--- src/rtl/instr_mem_loader.sv ---
// instr_mem_loader: streams an instruction image byte-by-byte into a 32-bit
// instruction memory, MSB first, and stalls the pipeline while it loads.
// Ports:
//   Clk, Clr          clock, async active-low reset
//   start             one-cycle pulse, begins a load at byte address 0
//   in_valid/in_data  byte stream; in_last marks the final image byte
//   in_ready          loader accepts a byte this cycle
//   mem_we/mem_addr/mem_wdata  instruction memory word write port
//   busy              load in progress (stall PC / IF-ID)
//   done/error        image loaded / image overflowed memory (sticky to start)
//   word_count        words written in the current/last load
module instr_mem_loader #(
  parameter int unsigned ADDR_W = 8
) (
  input  logic              Clk,
  input  logic              Clr,
  input  logic              start,
  input  logic              in_valid,
  input  logic [7:0]        in_data,
  input  logic              in_last,
  output logic              in_ready,
  output logic              mem_we,
  output logic [ADDR_W-1:0] mem_addr,
  output logic [31:0]       mem_wdata,
  output logic              busy,
  output logic              done,
  output logic              error,
  output logic [6:0]        word_count
);

  localparam int unsigned WordW = 32;
  localparam int unsigned CntW  = 7;
  // Byte address of the final word slot; writing here without in_last overflows.
  localparam logic [ADDR_W-1:0] LastWordAddr = {{(ADDR_W-2){1'b1}}, 2'b00};

  typedef enum logic [2:0] {
    IDLE  = 3'd0,
    LOAD  = 3'd1,
    WRITE = 3'd2,
    DONE  = 3'd3,
    ERR   = 3'd4
  } state_e;

  state_e            state_q, state_d;
  logic [ADDR_W-1:0] addr_q, addr_d;
  logic [WordW-1:0]  wdata_q, wdata_d;
  logic [1:0]        idx_q, idx_d;
  logic              last_q, last_d;
  logic [CntW-1:0]   cnt_q, cnt_d;
  logic              in_ready_q, mem_we_q, busy_q, done_q, error_q;

  // State and datapath registers; status outputs are registered from next state.
  always_ff @(posedge Clk or negedge Clr) begin
    if (!Clr) begin
      state_q    <= IDLE;
      addr_q     <= '0;
      wdata_q    <= '0;
      idx_q      <= '0;
      last_q     <= 1'b0;
      cnt_q      <= '0;
      in_ready_q <= 1'b0;
      mem_we_q   <= 1'b0;
      busy_q     <= 1'b0;
      done_q     <= 1'b0;
      error_q    <= 1'b0;
    end else begin
      state_q    <= state_d;
      addr_q     <= addr_d;
      wdata_q    <= wdata_d;
      idx_q      <= idx_d;
      last_q     <= last_d;
      cnt_q      <= cnt_d;
      in_ready_q <= (state_d == LOAD);
      mem_we_q   <= (state_d == WRITE);
      busy_q     <= (state_d == LOAD) || (state_d == WRITE);
      done_q     <= (state_d == DONE);
      error_q    <= (state_d == ERR);
    end
  end

  // Next-state and datapath update.
  always_comb begin
    state_d = state_q;
    addr_d  = addr_q;
    wdata_d = wdata_q;
    idx_d   = idx_q;
    last_d  = last_q;
    cnt_d   = cnt_q;
    unique case (state_q)
      IDLE, DONE, ERR: begin
        if (start) begin
          state_d = LOAD;
          addr_d  = '0;
          wdata_d = '0;
          idx_d   = '0;
          last_d  = 1'b0;
          cnt_d   = '0;
        end
      end
      LOAD: begin
        if (in_valid) begin
          // Byte k lands in bits [31-8k -: 8], MSB first.
          unique case (idx_q)
            2'd0: wdata_d[31:24] = in_data;
            2'd1: wdata_d[23:16] = in_data;
            2'd2: wdata_d[15:8]  = in_data;
            2'd3: wdata_d[7:0]   = in_data;
            default: ;
          endcase
          idx_d = idx_q + 2'd1;
          if (in_last) last_d = 1'b1;
          if (in_last || idx_q == 2'd3) state_d = WRITE;
        end
      end
      WRITE: begin
        cnt_d = cnt_q + CntW'(1);
        if (last_q) begin
          state_d = DONE;
        end else if (addr_q == LastWordAddr) begin
          state_d = ERR;
        end else begin
          state_d = LOAD;
          addr_d  = addr_q + ADDR_W'(4);
          wdata_d = '0;
          idx_d   = '0;
        end
      end
      default: state_d = IDLE;
    endcase
  end

  assign in_ready   = in_ready_q;
  assign mem_we     = mem_we_q;
  assign mem_addr   = addr_q;
  assign mem_wdata  = wdata_q;
  assign busy       = busy_q;
  assign done       = done_q;
  assign error      = error_q;
  assign word_count = cnt_q;

endmodule

--- config.mk ---
export PLATFORM = sky130hd
export DESIGN_NAME = instr_mem_loader
export DESIGN_NICKNAME = d
export VERILOG_FILES = /design/src/rtl/instr_mem_loader.sv
export SDC_FILE = /design/constraint.sdc
export NUM_CORES = 1
export LEC_CHECK = 0
export BUFFER_PORTS_ARGS = -buffer_cell sky130_fd_sc_hd__buf_2
export CORE_AREA = 4 4 74 76
export CTS_BUF_LIST = sky130_fd_sc_hd__clkbuf_4 sky130_fd_sc_hd__clkbuf_8
export CTS_CLUSTER_DIAMETER = 200
export DETAILED_ROUTE_END_ITERATION = 10
export DIE_AREA = 0 0 78 80
export PLACE_DENSITY = 0.87
export SYNTH_ARGS = -nofsm -noshare
export SYNTH_HDL_FRONTEND = slang
export SYNTH_SLANG_ARGS = --single-unit
--- constraint.sdc ---
create_clock -name Clk -period 2.6 [get_ports Clk]
set_input_delay 0.26 -clock Clk [delete_from_list [all_inputs] [get_ports Clk]]
set_output_delay 0.26 -clock Clk [all_outputs]
set_load 0.005 [all_outputs]
==> metrics.md, run 1 <==
| Metric | Value |
|---|---|
| Status | `finished, final reports clean` |
| Top_reg_cell synth | `dfrtp_1` |
| CTS clk-pin slew, worst paths | `approximately 0.1 ns` |
| Vias in the first global route | `between 1,500 and 2,000` |
| First-pass detailed-route iteration total | `4` |
| Mapped Cells | `slightly above 200` |
| Worst Skew | `a little under 0.004 ns` |
| Setup TNS | `0 ns` |
| Finish-stage setup viols | `0` |
| Cell Area, Synth | `about 2500 µm²` |
| Port Buffers | `62` |
| Remaining Overflow, GRT | `0` |
| Seq/Total Area, Yosys | `approximately 56%` |
| First-pass GRT wire length | `~8.5 mm` |
| Row count | `25` |
| # fillers | `around 370` |
| DR iter-0 viols | `120` |
| Arrival time of the worst setup path | `2.18 ns` |
| Nets | `just under 300` |
| RSZ-0062 raised after global routing | `false` |
| Routed via count | `between 1,500 and 2,000` |
| Post-cts sizing count | `0` |
| Slew Limit Headroom | `a little under two thirds` |
| Largest net degree at the start of global routing | `43` |
| Later-pin clock latency in the skew report | `around 0.30 ns` |
| GPL Wtd Cong | `between 0.8 and 0.9` |
| Pins over their slew limit | `0` |
| Max frequency | `slightly above 500 MHz` |
| Max Cap Viol | `0` |
| Util after Layout | `63.34%` |
| Final WS setup | `0.6170 ns` |
| Initial core utilization | `a little over half` |
| Post-DRT Antenna Nets | `0` |
| Die height | `~80 µm` |
| Worst Path Max Fanout | `11` |
| Area Growth Syn to Fin | `18.60%` |
| Final min period | `a little under 2 ns` |
| Antenna violations before repair | `0` |
| Syn Area/Cell | `approximately 12 µm²` |
| Worst R2R Setup Slack | `0.62 ns` |
| Core ar. | `between 4000 and 5000 µm²` |
| Reg2Reg Depth | `4` |
| Deepest clock path buffer count | `2` |
| # IOs | `65` |
| DRT Wirelength | `between 5 and 6 mm` |
| Number of synthesis warnings | `0` |
| Async set or reset register ratio after synthesis | `100.0%` |
| TritonCTS buffer count | `5` |
| Critical Path RT | `between 2 and 3 ns` |
| Post-synth EDFFs | `0` |
| Peak VDD IR | `0.4558 mV` |
| Hold depth | `2` |
| H-tree Lvls | `2` |
| Pre-CTS WS | `around 0.6 ns` |
| Width of the die | `between 70 and 80 µm` |
| Layout cells sized above 1 | `around two fifths` |
| Yosys reg bits | `56` |
| CTS Root Cell | `clkbuf_8` |
| Final period utilization | `76.27%` |
| Library cells used by synthesis | `37` |
| Avg WL per Cell | `between 15 and 20 µm` |
| PD cells | `approximately 1100 nW/µm²` |
| DP HPWL | `roughly 3.8 mm` |
| WS Path Type | `reg -> reg` |
| DRC Markers | `0` |
| Die ar. | `approximately 6200 µm²` |
| N_diodes | `0` |
| Final hold vios | `0` |
| Worst setup EP type | `register` |
| Clock sinks | `56` |
| Type of origin of the critical path | `register` |
| Least-Margin Pin Slew | `0.5429 ns` |
| Routed vias/inst | `~5.1` |
| P_leak | `~1.5 nW` |
| Hold Path Class | `in -> reg` |
| CTS tree | `yes` |
| Total GRT Usage | `17.28%` |
## where the power goes
part / internal (W) / switching [W] / total (W)
sequential: 0.00116 / 0.000196 / 0.00135
clock: 0.000203 / 0.000281 / 0.000484
combinational: 0.000719 / 0.000727 / 0.00145
## cells by family (layout without fill, tap and decap cells)
family	Yosys count	count (layout)	share of synthesized area (%)
adder cells (fa/ha/maj)	6	6	2.976
buffers and inverters	9	76	2.132
AND/OR/NAND/NOR	66	66	13.99
multiplexers	33	33	14.73
other	1	2	0.1487
flip-flops	56	56	55.56
XOR/XNOR	5	5	1.736
AO/OA/AOI/OAI	30	30	8.731
## registers in the layout, summed over array words and instances (netlist names)
signal      cells
word_count      7
idx_q           2
mem_addr        6
state_q         3
last_q          1
error           1
busy            1
done            1
mem_wdata      32
in_ready        1
mem_we          1
## worst paths after layout
check | start | to
worst min-delay path | start | done$_DFF_PN0_
worst max register to register | state_q[0]$_DFF_PN0_ | mem_wdata[4]$_DFFE_PN0P_
max in group asynchronous | Clr | mem_wdata[3]$_DFFE_PN0P_
worst max-delay path | state_q[0]$_DFF_PN0_ | mem_wdata[4]$_DFFE_PN0P_
worst min register to register | mem_wdata[3]$_DFFE_PN0P_ | mem_wdata[3]$_DFFE_PN0P_
min in group asynchronous | Clr | mem_addr[7]$_DFFE_PN0P_
## per-stage QoR
stage	total power (W)	area [µm²]	hold WS, ns	cells
2_1_floorplan	0.002354	2526	-0.03559	207
3_3_place_gp	0.002779	2889	0.1739	332
3_5_place_dp	0.002836	2889	0.1781	332
4_1_cts	0.003325	2992	0.2519	341
5_1_grt	0.003534	2992	0.2767	341
6_report	0.003284	2992	0.2614	341
## cell type report
cell class	instances	area [µm²]	area share, %
flip-flops and latches	56	1401	46.84
multi-input cells	142	1071	35.80
repair buffers	64	327.8	10.96
well taps	67	83.83	2.802
clock buffers	6	76.32	2.551
clock inverters	2	16.27	0.5437
inverters	4	15.01	0.5019
## routing by layer
| metal | wire, µm | share of wire (%) | GRT usage (%) | up-vias |
|---|---|---|---|---|
| met2 | 2581 | 50 | 29.20 | 34 |
| met5 | 0 | 0 | 0 | - |
| met3 | 194 | 3.8 | 3.047 | 9 |
| met4 | 89 | 1.7 | 6.643 | 0 |
| met1 | 2274 | 44 | 22.17 | 858 |
| li1 | - | - | - | 854 |
## critical path, cell delays in order, from the launching register on
cell	delay, ns
dfrtp_1	0.50
or3b_4	0.51
o22ai_4	0.39
nor2_4	0.14
mux2_1	0.34
## Yosys cell counts (2+ instances only)
cell type,n,share of area [%]
nand4_1,4,0.99
nand3_1,2,0.40
a21oi_1,3,0.60
buf_4,3,0.89
o31ai_1,2,0.60
mux2_1,2,0.89
nand2b_1,4,0.99
and2_1,8,2.0
nand2_1,13,1.9
or2b_1,2,0.60
mux2_2,31,14
a31oi_1,3,0.74
xor2_1,4,1.4
inv_1,4,0.60
nor2_1,21,3.1
o21ai_0,11,2.2
and3_1,3,0.74
o22ai_1,2,0.50
nor2b_1,3,0.74
dfrtp_1,56,56
nor2_4,4,1.8
ha_1,6,3.0
## layout by cell type, fill, tap and decap left out, drive strengths merged, types with 4 or more instances in the layout
cell type  synthesis  layout
buf                5      63
dfrtp             56      56
mux2              33      33
nor2              25      25
nand2             13      13
o21ai             11      11
and2               8       8
ha                 6       6
clkbuf             0       6
inv                4       4
nand2b             4       4
nand4              4       4
xor2               4       4
## what timing repair did
action	4_1_cts	5_1_grt
setup buffers	0	0
hold buffers	1	0
hold endpoints to repair	14	0
Note: power is estimated with default switching activity, not from simulation.
==> inputs of run 2 (changes only) <==
Settings changed: CORE_AREA 4 4 74 76 to 4 4 77 79, DIE_AREA 0 0 78 80 to 0 0 81 83, PLACE_DENSITY 0.87 to 0.84.
Clock period 2.6 ns to 1.65 ns, I/O delays scaled along.
==> run 2 against run 1 <==
Net effect:
- the flow now finishes with violations (negative setup slack)
- clock-buffer cell count down 1
- sequential share of layout area fell by 5.3 points
- final cell count up 11%
- die area rose by 7.7%
- worst hold slack worse by 0.046 ns
- critical endpoint is now mem_wdata[20]$_DFFE_PN0P_
- highest routed layer unchanged
==> metrics.md, run 2 (synthesized netlist as in run 1, its figures left out) <==
| Metric | Value |
|---|---|
| GPL Wtd Cong | `0.7603` |
| P_leak | `1.732 nW` |
| Antenna violations before repair | `0` |
| Worst setup EP type | `register` |
| Hold Path Class | `in -> reg` |
| Clock power share | `between 10% and 20%` |
| CTS tree | `yes` |
| Critical Path RT | `between 1.5 and 2 ns` |
| Die ar. | `~6700 µm²` |
| Die height | `roughly 83 µm` |
| Total GRT Usage | `17.44%` |
| Crit path cell chain | `or3b_4, o22ai_4, nor2_4, buf_12, mux2_4` |
| Vias in the first global route | `a little under 2,000` |
| Max Cap Viol | `0` |
| RSZ-0062 raised after global routing | `true` |
| Finish-stage setup viols | `38` |
| CTS clk-pin slew, worst paths | `~0.1 ns` |
| DRC Markers | `0` |
| P_int | `0.003755 W` |
| Most frequent cells in the layout | `buf_2, dfrtp_1, buf_4` |
| Type of origin of the critical path | `register` |
| CTS Root Cell | `clkbuf_8` |
| Deepest clock path buffer count | `2` |
| Arrival time of the worst setup path | `around 2 ns` |
| Final WS setup | `-0.2072 ns` |
| # IOs | `65` |
| First-pass detailed-route iteration total | `4` |
| Number of flip-flops in the largest register | `32` |
| Peak VDD IR | `0.7630 mV` |
| Worst R2R Start | `state_q[1]$_DFF_PN0_` |
| Final hold vios | `0` |
| CP max stage cell | `or3b_4` |
| Max frequency | `about 540 MHz` |
| Sequential Power Share | `between 30% and 40%` |
| Largest net degree at the start of global routing | `23` |
| Core ar. | `5338 µm²` |
| Hold Path Origin | `start` |
| Port Buffers | `62` |
| Row count | `27` |
| Initial core utilization | `between 40% and 50%` |
| Least-Margin Pin Slew | `0.5088 ns` |
| Area Growth Syn to Fin | `33.68%` |
| Routed vias/inst | `approximately 5.1` |
| Psw | `~0.0021 W` |
| Status | `finished with violations` |
| H-tree Lvls | `2` |
| Violated checks | `negative setup slack` |
| Width of the die | `approximately 80 µm` |
| Commonest non-fill, non-tap cell in the layout | `buf_2` |
| N_diodes | `0` |
| Later-pin clock latency in the skew report | `approximately 0.31 ns` |
| Critical Path Max Stage Delay | `roughly 0.44 ns` |
| Placed insts | `364` |
| Util after Layout | `63.17%` |
| CP bufs+invs | `1` |
| TritonCTS buffer count | `5` |
| Cell Count, Final, Fillers Out | `between 300 and 400` |
| Worst Path Max Fanout | `8` |
| First-pass GRT wire length | `just over 9 mm` |
| WS Path Type | `reg -> reg` |
| Routed via count | `roughly 1,900` |
| Crit. Startpoint | `state_q[1]$_DFF_PN0_` |
| Final period utilization | `112.6%` |
| Slew Limit Headroom | `between 60% and 70%` |
| CP top delay family | `simple AND/OR/NAND/NOR gates` |
| Combinational share of power | `51.2%` |
| PD cells | `roughly 1700 nW/µm²` |
| Pins over their slew limit | `0` |
| Avg WL per Cell | `approximately 15 µm` |
| DP HPWL | `around 4.2 mm` |
| Nets | `roughly 320` |
| Layout cells sized above 1 | `roughly half` |
| Sw Share | `a little over a third` |
| Final min period | `approximately 1.9 ns` |
| DRT Wirelength | `approximately 5.6 mm` |
| Remaining Overflow, GRT | `0` |
| Worst Skew | `slightly above 0.008 ns` |
| DR iter-0 viols | `61` |
| Post-DRT Antenna Nets | `0` |
| Clock sinks | `56` |
| Setup TNS | `-5.011 ns` |
==> run 2: cell type report <==
cell class / instances / area [µm²]
multi-input combinational: 142 / 1177
inverter: 4 / 15.01
timing repair buffer: 95 / 593.1
sequential: 56 / 1401
clock buffer: 5 / 68.82
tap: 72 / 90.09
fill: 440 / 1966
clock inverter: 3 / 26.28
==> run 2: worst min-delay path: stages <==
cell and delay, ns:
buf_2 0.14, nand2_1 0.06, nand2_1 0.06, o41ai_1 0.07
==> run 2: stage by stage <==
step                setup slack, ns  instance area (µm²)  hold WS [ns]  total power, W
detailed placement          -0.1603                 3131        0.1661        0.004771
floorplan                  -0.07235                 2546       -0.1306        0.003727
CTS                         -0.1803                 3278        0.1797        0.005708
global placement           -0.07713                 3131        0.1610        0.004656
global route                -0.2763                 3372        0.2241        0.006286
finish                      -0.2072                 3372        0.2159        0.005878
==> run 2: power groups by stage <==
| stage | Combinational [W] | Sequential, W | Clock (W) |
|---|---|---|---|
| after global routing | 0.00329 | 0.00214 | 0.000863 |
| final | 0.00301 | 0.00209 | 0.000778 |
| after global placement | 0.00257 | 0.00208 | 0 |
| after CTS | 0.00282 | 0.00208 | 0.000808 |
| after detailed placement | 0.00267 | 0.00211 | 0 |
| after floorplan | 0.00160 | 0.00212 | 0 |
==> run 2: layer usage <==
layer / routed length, µm / GRT usage [%] / part of all wire, % / vias up
met1: 2312 / 21.92 / 41 / 929
met2: 2854 / 30.17 / 51 / 64
li1: - / - / - / 914
met4: 42 / 3.687 / 0.75 / 0
met3: 403 / 4.121 / 7.2 / 4
met5: 0 / 0 / 0 / -
==> run 2: path summary, 6_finish.rpt <==
check                      slack, ns  depth (start not counted)                         to
setup / recovery               -0.21                          5  mem_wdata[20]$_DFFE_PN0P_
setup reg to reg               -0.21                          5  mem_wdata[20]$_DFFE_PN0P_
max in group asynchronous       0.66                          3       idx_q[1]$_DFFE_PN0P_
hold reg to reg                 0.51                          1  word_count[6]$_DFFE_PN0P_
hold / removal                  0.22                          4         last_q$_DFFE_PN0P_
min in group asynchronous       0.36                          2   mem_wdata[9]$_DFFE_PN0P_
==> run 2: repair_timing <==
| item | in CTS | in global routing |
|---|---|---|
| endpoints found under the hold margin | 20 | 0 |
| pin swaps | 1 | 7 |
| setup buffers | 1 | 5 |
| resized for setup | 9 | 20 |
| hold buffers | 1 | 0 |
| setup endpoints to repair | 37 | 47 |
